===== config.mk =====
export PLATFORM = sky130hd
export DESIGN_NAME = spi_mem_responder
export DESIGN_NICKNAME = d
export VERILOG_FILES = /design/src/rtl/spi_mem_pkg.sv /design/src/rtl/spi_mem_responder_sync.sv /design/src/rtl/spi_mem_responder.sv
export SDC_FILE = /design/constraint.sdc
export NUM_CORES = 1
export LEC_CHECK = 0
export BUFFER_PORTS_ARGS = -buffer_cell sky130_fd_sc_hd__buf_2
export CAP_MARGIN = 15
export CORE_ASPECT_RATIO = 1.5
export CORE_MARGIN = 3
export CORE_UTILIZATION = 40
export CTS_BUF_LIST = sky130_fd_sc_hd__clkbuf_8 sky130_fd_sc_hd__clkbuf_16
export CTS_CLUSTER_SIZE = 16
export DETAILED_ROUTE_END_ITERATION = 12
export GPL_TIMING_DRIVEN = 0
export SLEW_MARGIN = 20
export SYNTH_ARGS = -nofsm -noshare
export SYNTH_HDL_FRONTEND = slang
export SYNTH_SLANG_ARGS = --single-unit

===== constraint.sdc =====
create_clock -name clk -period 2.4 [get_ports clk]
set_clock_uncertainty 0.2 [all_clocks]
set_input_delay 0.24 -clock clk [delete_from_list [all_inputs] [get_ports clk]]
set_output_delay 0.24 -clock clk [all_outputs]
set_load 0.1 [all_outputs]

===== src/rtl/spi_mem_pkg.sv =====
// ---------------------------------------------------------------------------
// spi_mem_pkg
// Shared constants and types for the SPI memory responder:
//   CMD_READ / CMD_WRITE  - default opcodes
//   SCK_MIN_PHASE         - minimum SCK high/low phase (and CS setup) in clk
//   state_t               - responder FSM states
// ---------------------------------------------------------------------------
package spi_mem_pkg;

    localparam logic [7:0] CMD_READ      = 8'h03;
    localparam logic [7:0] CMD_WRITE     = 8'h02;
    localparam int         SCK_MIN_PHASE = 4;

    typedef enum logic [2:0] {
        IDLE,
        CMD,
        ADDR,
        RD,
        WR,
        IGNORE
    } state_t;

endpackage


===== src/rtl/spi_mem_responder_sync.sv =====
// ---------------------------------------------------------------------------
// spi_sync_edge
// Two-flop synchronizer for an asynchronous input plus a third flop that
// remembers the previous synchronized value for edge detection.
// Ports:
//   clk, rst_n - system clock, synchronous active-low reset
//   din        - asynchronous input
//   dout       - synchronized level (2 clk latency)
//   rise, fall - single-cycle pulses on a synchronized 0->1 / 1->0 change
// All flops reset to 0, so a line that is already low when reset releases
// never produces a fall pulse; it has to be seen high first.
// ---------------------------------------------------------------------------
module spi_sync_edge (
    input  logic clk,
    input  logic rst_n,
    input  logic din,
    output logic dout,
    output logic rise,
    output logic fall
);

    logic meta_reg;
    logic sync_reg;
    logic prev_reg;

    always_ff @(posedge clk) begin
        if (!rst_n) begin
            meta_reg <= 1'b0;
            sync_reg <= 1'b0;
            prev_reg <= 1'b0;
        end else begin
            meta_reg <= din;
            sync_reg <= meta_reg;
            prev_reg <= sync_reg;
        end
    end

    assign dout = sync_reg;
    assign rise = sync_reg & ~prev_reg;
    assign fall = ~sync_reg & prev_reg;

endmodule


===== src/rtl/spi_mem_responder.sv =====
// ---------------------------------------------------------------------------
// spi_mem_responder
// SPI mode-0 responder emulating a small byte-addressable serial SRAM.
// Commands: READ (CMD_READ) and, when built with SPI_RESP_WRITE_EN defined,
// WRITE (CMD_WRITE), each followed by a 16-bit address; data bytes then
// stream with address auto-increment and wrap at 2^ADDR_BITS.
// Without SPI_RESP_WRITE_EN the write opcode is treated as unknown and the
// memory is writable only through the host port.
// Ports:
//   clk, rst_n        - system clock, synchronous active-low reset
//   ena               - block enable; low forces IDLE and releases MISO
//   cs_n, sck, mosi   - SPI pins, asynchronous, oversampled on clk
//   miso, miso_oe     - SPI data out and its output enable
//   busy              - transaction active (CS seen low)
//   host_we/addr/wdata- host write port (priority over SPI writes)
//   host_rdata        - registered read of mem[host_addr]
// ADDR_BITS must be in 1..8: the address is taken from the low address byte.
// ---------------------------------------------------------------------------
module spi_mem_responder #(
    parameter int         ADDR_BITS = 4,
    parameter logic [7:0] CMD_READ  = spi_mem_pkg::CMD_READ,
    parameter logic [7:0] CMD_WRITE = spi_mem_pkg::CMD_WRITE
) (
    input  logic                 clk,
    input  logic                 rst_n,
    input  logic                 ena,
    input  logic                 cs_n,
    input  logic                 sck,
    input  logic                 mosi,
    output logic                 miso,
    output logic                 miso_oe,
    output logic                 busy,
    input  logic                 host_we,
    input  logic [ADDR_BITS-1:0] host_addr,
    input  logic [7:0]           host_wdata,
    output logic [7:0]           host_rdata
);

    import spi_mem_pkg::*;

    localparam int DEPTH = 1 << ADDR_BITS;

`ifdef SPI_RESP_WRITE_EN
    localparam bit WRITE_EN = 1'b1;
`else
    localparam bit WRITE_EN = 1'b0;
`endif

    // ---------------- input synchronization ----------------
    logic cs_sync, cs_rise, cs_fall;
    logic sck_sync, sck_rise, sck_fall;
    logic mosi_meta_reg, mosi_sync_reg;

    spi_sync_edge u_cs_sync (
        .clk   (clk),
        .rst_n (rst_n),
        .din   (cs_n),
        .dout  (cs_sync),
        .rise  (cs_rise),
        .fall  (cs_fall)
    );

    spi_sync_edge u_sck_sync (
        .clk   (clk),
        .rst_n (rst_n),
        .din   (sck),
        .dout  (sck_sync),
        .rise  (sck_rise),
        .fall  (sck_fall)
    );

    // mosi has the same 2-flop latency as sck, so it lines up with sck_rise.
    always_ff @(posedge clk) begin
        if (!rst_n) begin
            mosi_meta_reg <= 1'b0;
            mosi_sync_reg <= 1'b0;
        end else begin
            mosi_meta_reg <= mosi;
            mosi_sync_reg <= mosi_meta_reg;
        end
    end

    // ---------------- state ----------------
    state_t                 state_reg;
    logic [2:0]             bit_cnt_reg;
    logic [6:0]             rx_reg;
    logic [7:0]             tx_reg;
    logic [ADDR_BITS-1:0]   addr_reg;
    logic                   addr_byte_reg;  // 0: high address byte, 1: low
    logic                   cmd_wr_reg;
    logic                   miso_reg;
    logic                   armed_reg;      // cs_n seen high since reset
    logic [7:0]             host_rdata_reg;
    logic [7:0]             mem [DEPTH];

    logic [7:0]             rx_next;
    logic [ADDR_BITS-1:0]   addr_inc;
    logic                   active;

    assign rx_next  = {rx_reg, mosi_sync_reg};
    assign addr_inc = addr_reg + ADDR_BITS'(1);

    // After reset the FSM must not join a transaction already in progress,
    // so the pin outputs stay off until cs_n has been observed high.
    assign active  = ena & armed_reg & ~cs_sync;
    assign miso_oe = active;
    assign busy    = active;
    assign miso    = miso_reg & active;

    assign host_rdata = host_rdata_reg;

    // ---------------- FSM ----------------
    always_ff @(posedge clk) begin
        if (!rst_n) begin
            state_reg     <= IDLE;
            bit_cnt_reg   <= 3'd0;
            rx_reg        <= 7'd0;
            tx_reg        <= 8'h00;
            addr_reg      <= '0;
            addr_byte_reg <= 1'b0;
            cmd_wr_reg    <= 1'b0;
            miso_reg      <= 1'b0;
            armed_reg     <= 1'b0;
        end else begin
            if (cs_rise) begin
                armed_reg <= 1'b1;
            end
            if (!ena || cs_sync) begin
                // Any partial byte is simply dropped here.
                state_reg <= IDLE;
                miso_reg  <= 1'b0;
            end else begin
                case (state_reg)
                    IDLE: begin
                        // Start only on a fresh CS fall so that re-enabling
                        // mid-transaction does not decode garbage.
                        if (cs_fall && armed_reg) begin
                            state_reg     <= CMD;
                            bit_cnt_reg   <= 3'd0;
                            addr_byte_reg <= 1'b0;
                        end
                    end
                    CMD: begin
                        if (sck_rise) begin
                            rx_reg      <= rx_next[6:0];
                            bit_cnt_reg <= bit_cnt_reg + 3'd1;
                            if (bit_cnt_reg == 3'd7) begin
                                if (rx_next == CMD_READ) begin
                                    cmd_wr_reg <= 1'b0;
                                    state_reg  <= ADDR;
                                end else if (WRITE_EN && (rx_next == CMD_WRITE)) begin
                                    cmd_wr_reg <= 1'b1;
                                    state_reg  <= ADDR;
                                end else begin
                                    state_reg <= IGNORE;
                                end
                            end
                        end
                    end
                    ADDR: begin
                        if (sck_rise) begin
                            rx_reg      <= rx_next[6:0];
                            bit_cnt_reg <= bit_cnt_reg + 3'd1;
                            if (bit_cnt_reg == 3'd7) begin
                                addr_byte_reg <= ~addr_byte_reg;
                                // The high address byte is discarded.
                                if (addr_byte_reg) begin
                                    addr_reg <= rx_next[ADDR_BITS-1:0];
                                    if (cmd_wr_reg) begin
                                        state_reg <= WR;
                                    end else begin
                                        state_reg <= RD;
                                        tx_reg    <= mem[rx_next[ADDR_BITS-1:0]];
                                    end
                                end
                            end
                        end
                    end
                    RD: begin
                        if (sck_fall) begin
                            miso_reg <= tx_reg[7];
                            tx_reg   <= {tx_reg[6:0], 1'b0};
                        end else if (sck_rise) begin
                            bit_cnt_reg <= bit_cnt_reg + 3'd1;
                            if (bit_cnt_reg == 3'd7) begin
                                addr_reg <= addr_inc;
                                tx_reg   <= mem[addr_inc];
                            end
                        end
                    end
`ifdef SPI_RESP_WRITE_EN
                    WR: begin
                        if (sck_rise) begin
                            rx_reg      <= rx_next[6:0];
                            bit_cnt_reg <= bit_cnt_reg + 3'd1;
                            if (bit_cnt_reg == 3'd7) begin
                                addr_reg <= addr_inc;
                            end
                        end
                    end
`endif
                    IGNORE: begin
                        miso_reg <= 1'b0;
                    end
                    default: begin
                        state_reg <= IDLE;
                    end
                endcase
            end
        end
    end

    // ---------------- memory ----------------
`ifdef SPI_RESP_WRITE_EN
    logic spi_we;
    assign spi_we = (state_reg == WR) && sck_rise && (bit_cnt_reg == 3'd7)
                    && ena && !cs_sync;
`endif

    always_ff @(posedge clk) begin
        if (!rst_n) begin
            for (int i = 0; i < DEPTH; i++) begin
                mem[i] <= 8'h00;
            end
        end else if (host_we) begin
            // Host wins a same-cycle collision; the SPI byte is lost.
            mem[host_addr] <= host_wdata;
        end
`ifdef SPI_RESP_WRITE_EN
        else if (spi_we) begin
            mem[addr_reg] <= rx_next;
        end
`endif
    end

    always_ff @(posedge clk) begin
        if (!rst_n) begin
            host_rdata_reg <= 8'h00;
        end else begin
            host_rdata_reg <= mem[host_addr];
        end
    end

endmodule


==> flow_summary.json <==
{
  "outcome": "finished, final reports clean",
  "initial_core_util": 0.413,
  "largest_reg_flops": 128,
  "diodes": 0,
  "fin_cells": 1172,
  "placed_cells": 1134,
  "pin_count": 30,
  "grt_pass1_vias": 7203,
  "end_kind": "flop",
  "die_width_um": 135,
  "gp_congestion": 0.973,
  "cts.htree.levels": 4,
  "fmax_mhz": 427,
  "drt_iter0_drc": 792,
  "seq_area_frac_synth": 0.477,
  "wl_per_cell_um": 27.1,
  "ant_nets": 0,
  "yosysUniqueCellTypes": 57,
  "clk_latency_ns": 0.45,
  "period_share": 0.976,
  "p_clk_frac": 0.406,
  "power_mw": 7.16,
  "hold_start": "host_wdata[6]",
  "path_class": "reg -> reg",
  "pwr-share-comb": 0.108,
  "setup_viol": 0,
  "clock_sink_count": 172,
  "power_leakage_nw": 3.87,
  "syn_avg_cell_area_um2": 12.7,
  "drv_cap": 0,
  "p_sw_frac": 0.250,
  "path_clk_slew_ns": 0.07,
  "finalHoldViolCount": 0,
  "p_switching_mw": 1.79,
  "synth_flop_cell": "edfxtp_1",
  "core.rowCount": 69,
  "synth_edf_count": 128,
  "rsz0062_at_grt": "yes",
  "routed-via-count": 7135,
  "worstSetupStartpoint": "addr_reg[1]",
  "tns_ns": 0,
  "synth_warnings": 0,
  "syn_to_final_growth_pct": 15.6,
  "grt_overflow": 0,
  "seqPwrFrac": 0.486,
  "fin_crit_ns": 2.34,
  "grt_usage": 0.244,
  "fin_util": 0.477,
  "arrival_ns": 2.48,
  "cts_buffer_depth": 2,
  "start_kind": "flop",
  "numCtsBuffers": 17,
  "tightest_slew_ns": 0.883,
  "num-fill-cells": 2172,
  "dp_hpwl_um": 23500,
  "grt_pass1_wl_um": 46700,
  "synth-seq-cells": 172,
  "vdd_ir_drop_max_uv": 511,
  "firstDrtPassIters": 7,
  "detail_route.wirelength_um": 31800,
  "slew_headroom": 0.409,
  "layout.nets": 866,
  "viasPerCell": 6.09,
  "drc_errors": 0,
  "synthCells": 783,
  "core-area_um2": 24000,
  "syn_nets": 807,
  "antenna_found_initial": 1,
  "async_reset_ff_frac": 0,
  "slew_violations": 0,
  "layout-drive-gt1-share": 0.250,
  "dieArea_um2": 26700,
  "reg2reg_from": "addr_reg[1]",
  "grt_start_max_net_pins": 20,
  "cts_tree": "built",
  "cts_root_buf": "clkbuf_16",
  "syn_area_um2": 9910,
  "hold_path.class": "in -> reg",
  "port_buffers": 28,
  "p_per_area_nw_per_um2": 625,
  "crit_fanout": 10,
  "dieHeight_um": 199,
  "worstPathRequired_ns": 2.53,
  "p_int_mw": 5.36
}
synthesized netlist by cell type, types with 13 or more instances:
cell | number | area share
nand3_1 | 23 | 0.012
nand2b_1 | 13 | 0.0082
dfxtp_1 | 44 | 0.089
nand4_1 | 13 | 0.0082
mux2i_1 | 50 | 0.050
buf_2 | 21 | 0.011
mux4_2 | 77 | 0.17
edfxtp_1 | 128 | 0.39
o21ai_0 | 22 | 0.011
nor2_1 | 28 | 0.011
clkbuf_1 | 24 | 0.0091
nor2b_1 | 22 | 0.014
and2_1 | 148 | 0.093
nand2_1 | 54 | 0.020
per-stage QoR:
| stage | instance area, µm² | hold slack [ns] | worst slack [ns] |
|---|---|---|---|
| floorplan | 9910 | 0.167 | 0.151 |
| global placement | 10500 | 0.219 | -1.15 |
| detailed placement | 10500 | 0.230 | -0.804 |
| CTS | 11400 | 0.00906 | -0.0462 |
| global route | 11500 | 0.0235 | -0.0437 |
| finish | 11500 | 0.0176 | 0.0567 |
final cells by class:
type	instances	area (µm²)	area share
Multi-Input combinational cell	547	5070	0.442
Sequential cell	172	4730	0.413
Clock buffer	17	425	0.0371
Tap cell	319	399	0.0348
Buffer	52	344	0.0300
Timing Repair Buffer	44	283	0.0247
Clock inverter	13	175	0.0153
Inverter	8	30.0	0.00262
placed cells by master (no fill, tap or decap), types with 3 or more instances in the layout:
master and count:
a2111oi_2 5, a211oi_1 3, a21boi_0 3, a21oi_1 8
a22oi_1 9, a31oi_1 8, a32oi_1 3, and2_1 147
buf_2 39, buf_4 12, buf_6 8, bufinv_16 4
clkbuf_1 16, clkbuf_16 17, clkbuf_2 5, clkbuf_4 3
clkinv_2 3, dfxtp_1 42, dlygate4sd3_1 9, edfxtp_1 128
ha_1 4, inv_1 9, mux2i_1 42, mux2i_2 5
mux2i_4 3, mux4_1 5, mux4_2 77, nand2_1 54
nand2b_1 12, nand3_1 23, nand4_1 13, nor2_1 26
nor2b_1 21, nor3_1 7, o21ai_0 9, o21ai_1 11
o21ai_2 3, o22ai_1 3
power by group through the flow:
stage          Sequential [mW]  Clock (mW)  Combinational, mW
2_1_floorplan             3.58           0              0.397
3_3_place_gp              3.53           0              0.725
3_5_place_dp              3.53           0              0.738
4_1_cts                   3.47        2.92              0.765
5_1_grt                   3.49        3.05              0.804
6_report                  3.48        2.91              0.773
cells by family (layout without fill, tap and decap cells):
family / count (synthesis) / count (layout) / synth area share
multiplexers: 132 / 132 / 0.239
buffers and inverters: 64 / 134 / 0.0335
AND/OR/NAND/NOR: 325 / 325 / 0.185
AO/OA/AOI/OAI: 81 / 81 / 0.0559
adder cells (fa/ha/maj): 5 / 5 / 0.00631
XOR/XNOR: 4 / 4 / 0.00354
flip-flops: 172 / 172 / 0.477
metal layers:
metal	vias up	global-route usage	share of wire
li1	3090	-	-
met1	3564	0.291	0.36
met2	382	0.415	0.50
met3	97	0.0423	0.070
met4	2	0.142	0.067
met5	-	0	0.00041
what timing repair did:
| item | CTS | global route |
|---|---|---|
| setup endpoints to repair | 76 | 30 |
| pin swaps | 3 | 3 |
| setup buffers | 3 | 0 |
| resized for setup | 51 | 20 |
| endpoints found under the hold margin | 34 | 0 |
| hold buffers | 9 | 0 |
| gates cloned | 0 | 0 |
worst max-delay path: stages (launching register included):
cell and delay, ns:
dfxtp_1 0.33, ha_1 0.29, buf_6 0.16, nor2b_1 0.11, buf_1 0.60, a32oi_1 0.23, a31oi_1 0.22, a21oi_1 0.08
final timing paths:
kind,end,cells after the start,slack (ns)
max,tx_reg[7],7,0.06
min,mem[14][6],2,0.02
max reg2reg,tx_reg[7],7,0.06
min reg2reg,u_sck_sync.dout,1,0.23
Power figures use the tool's default switching activity.
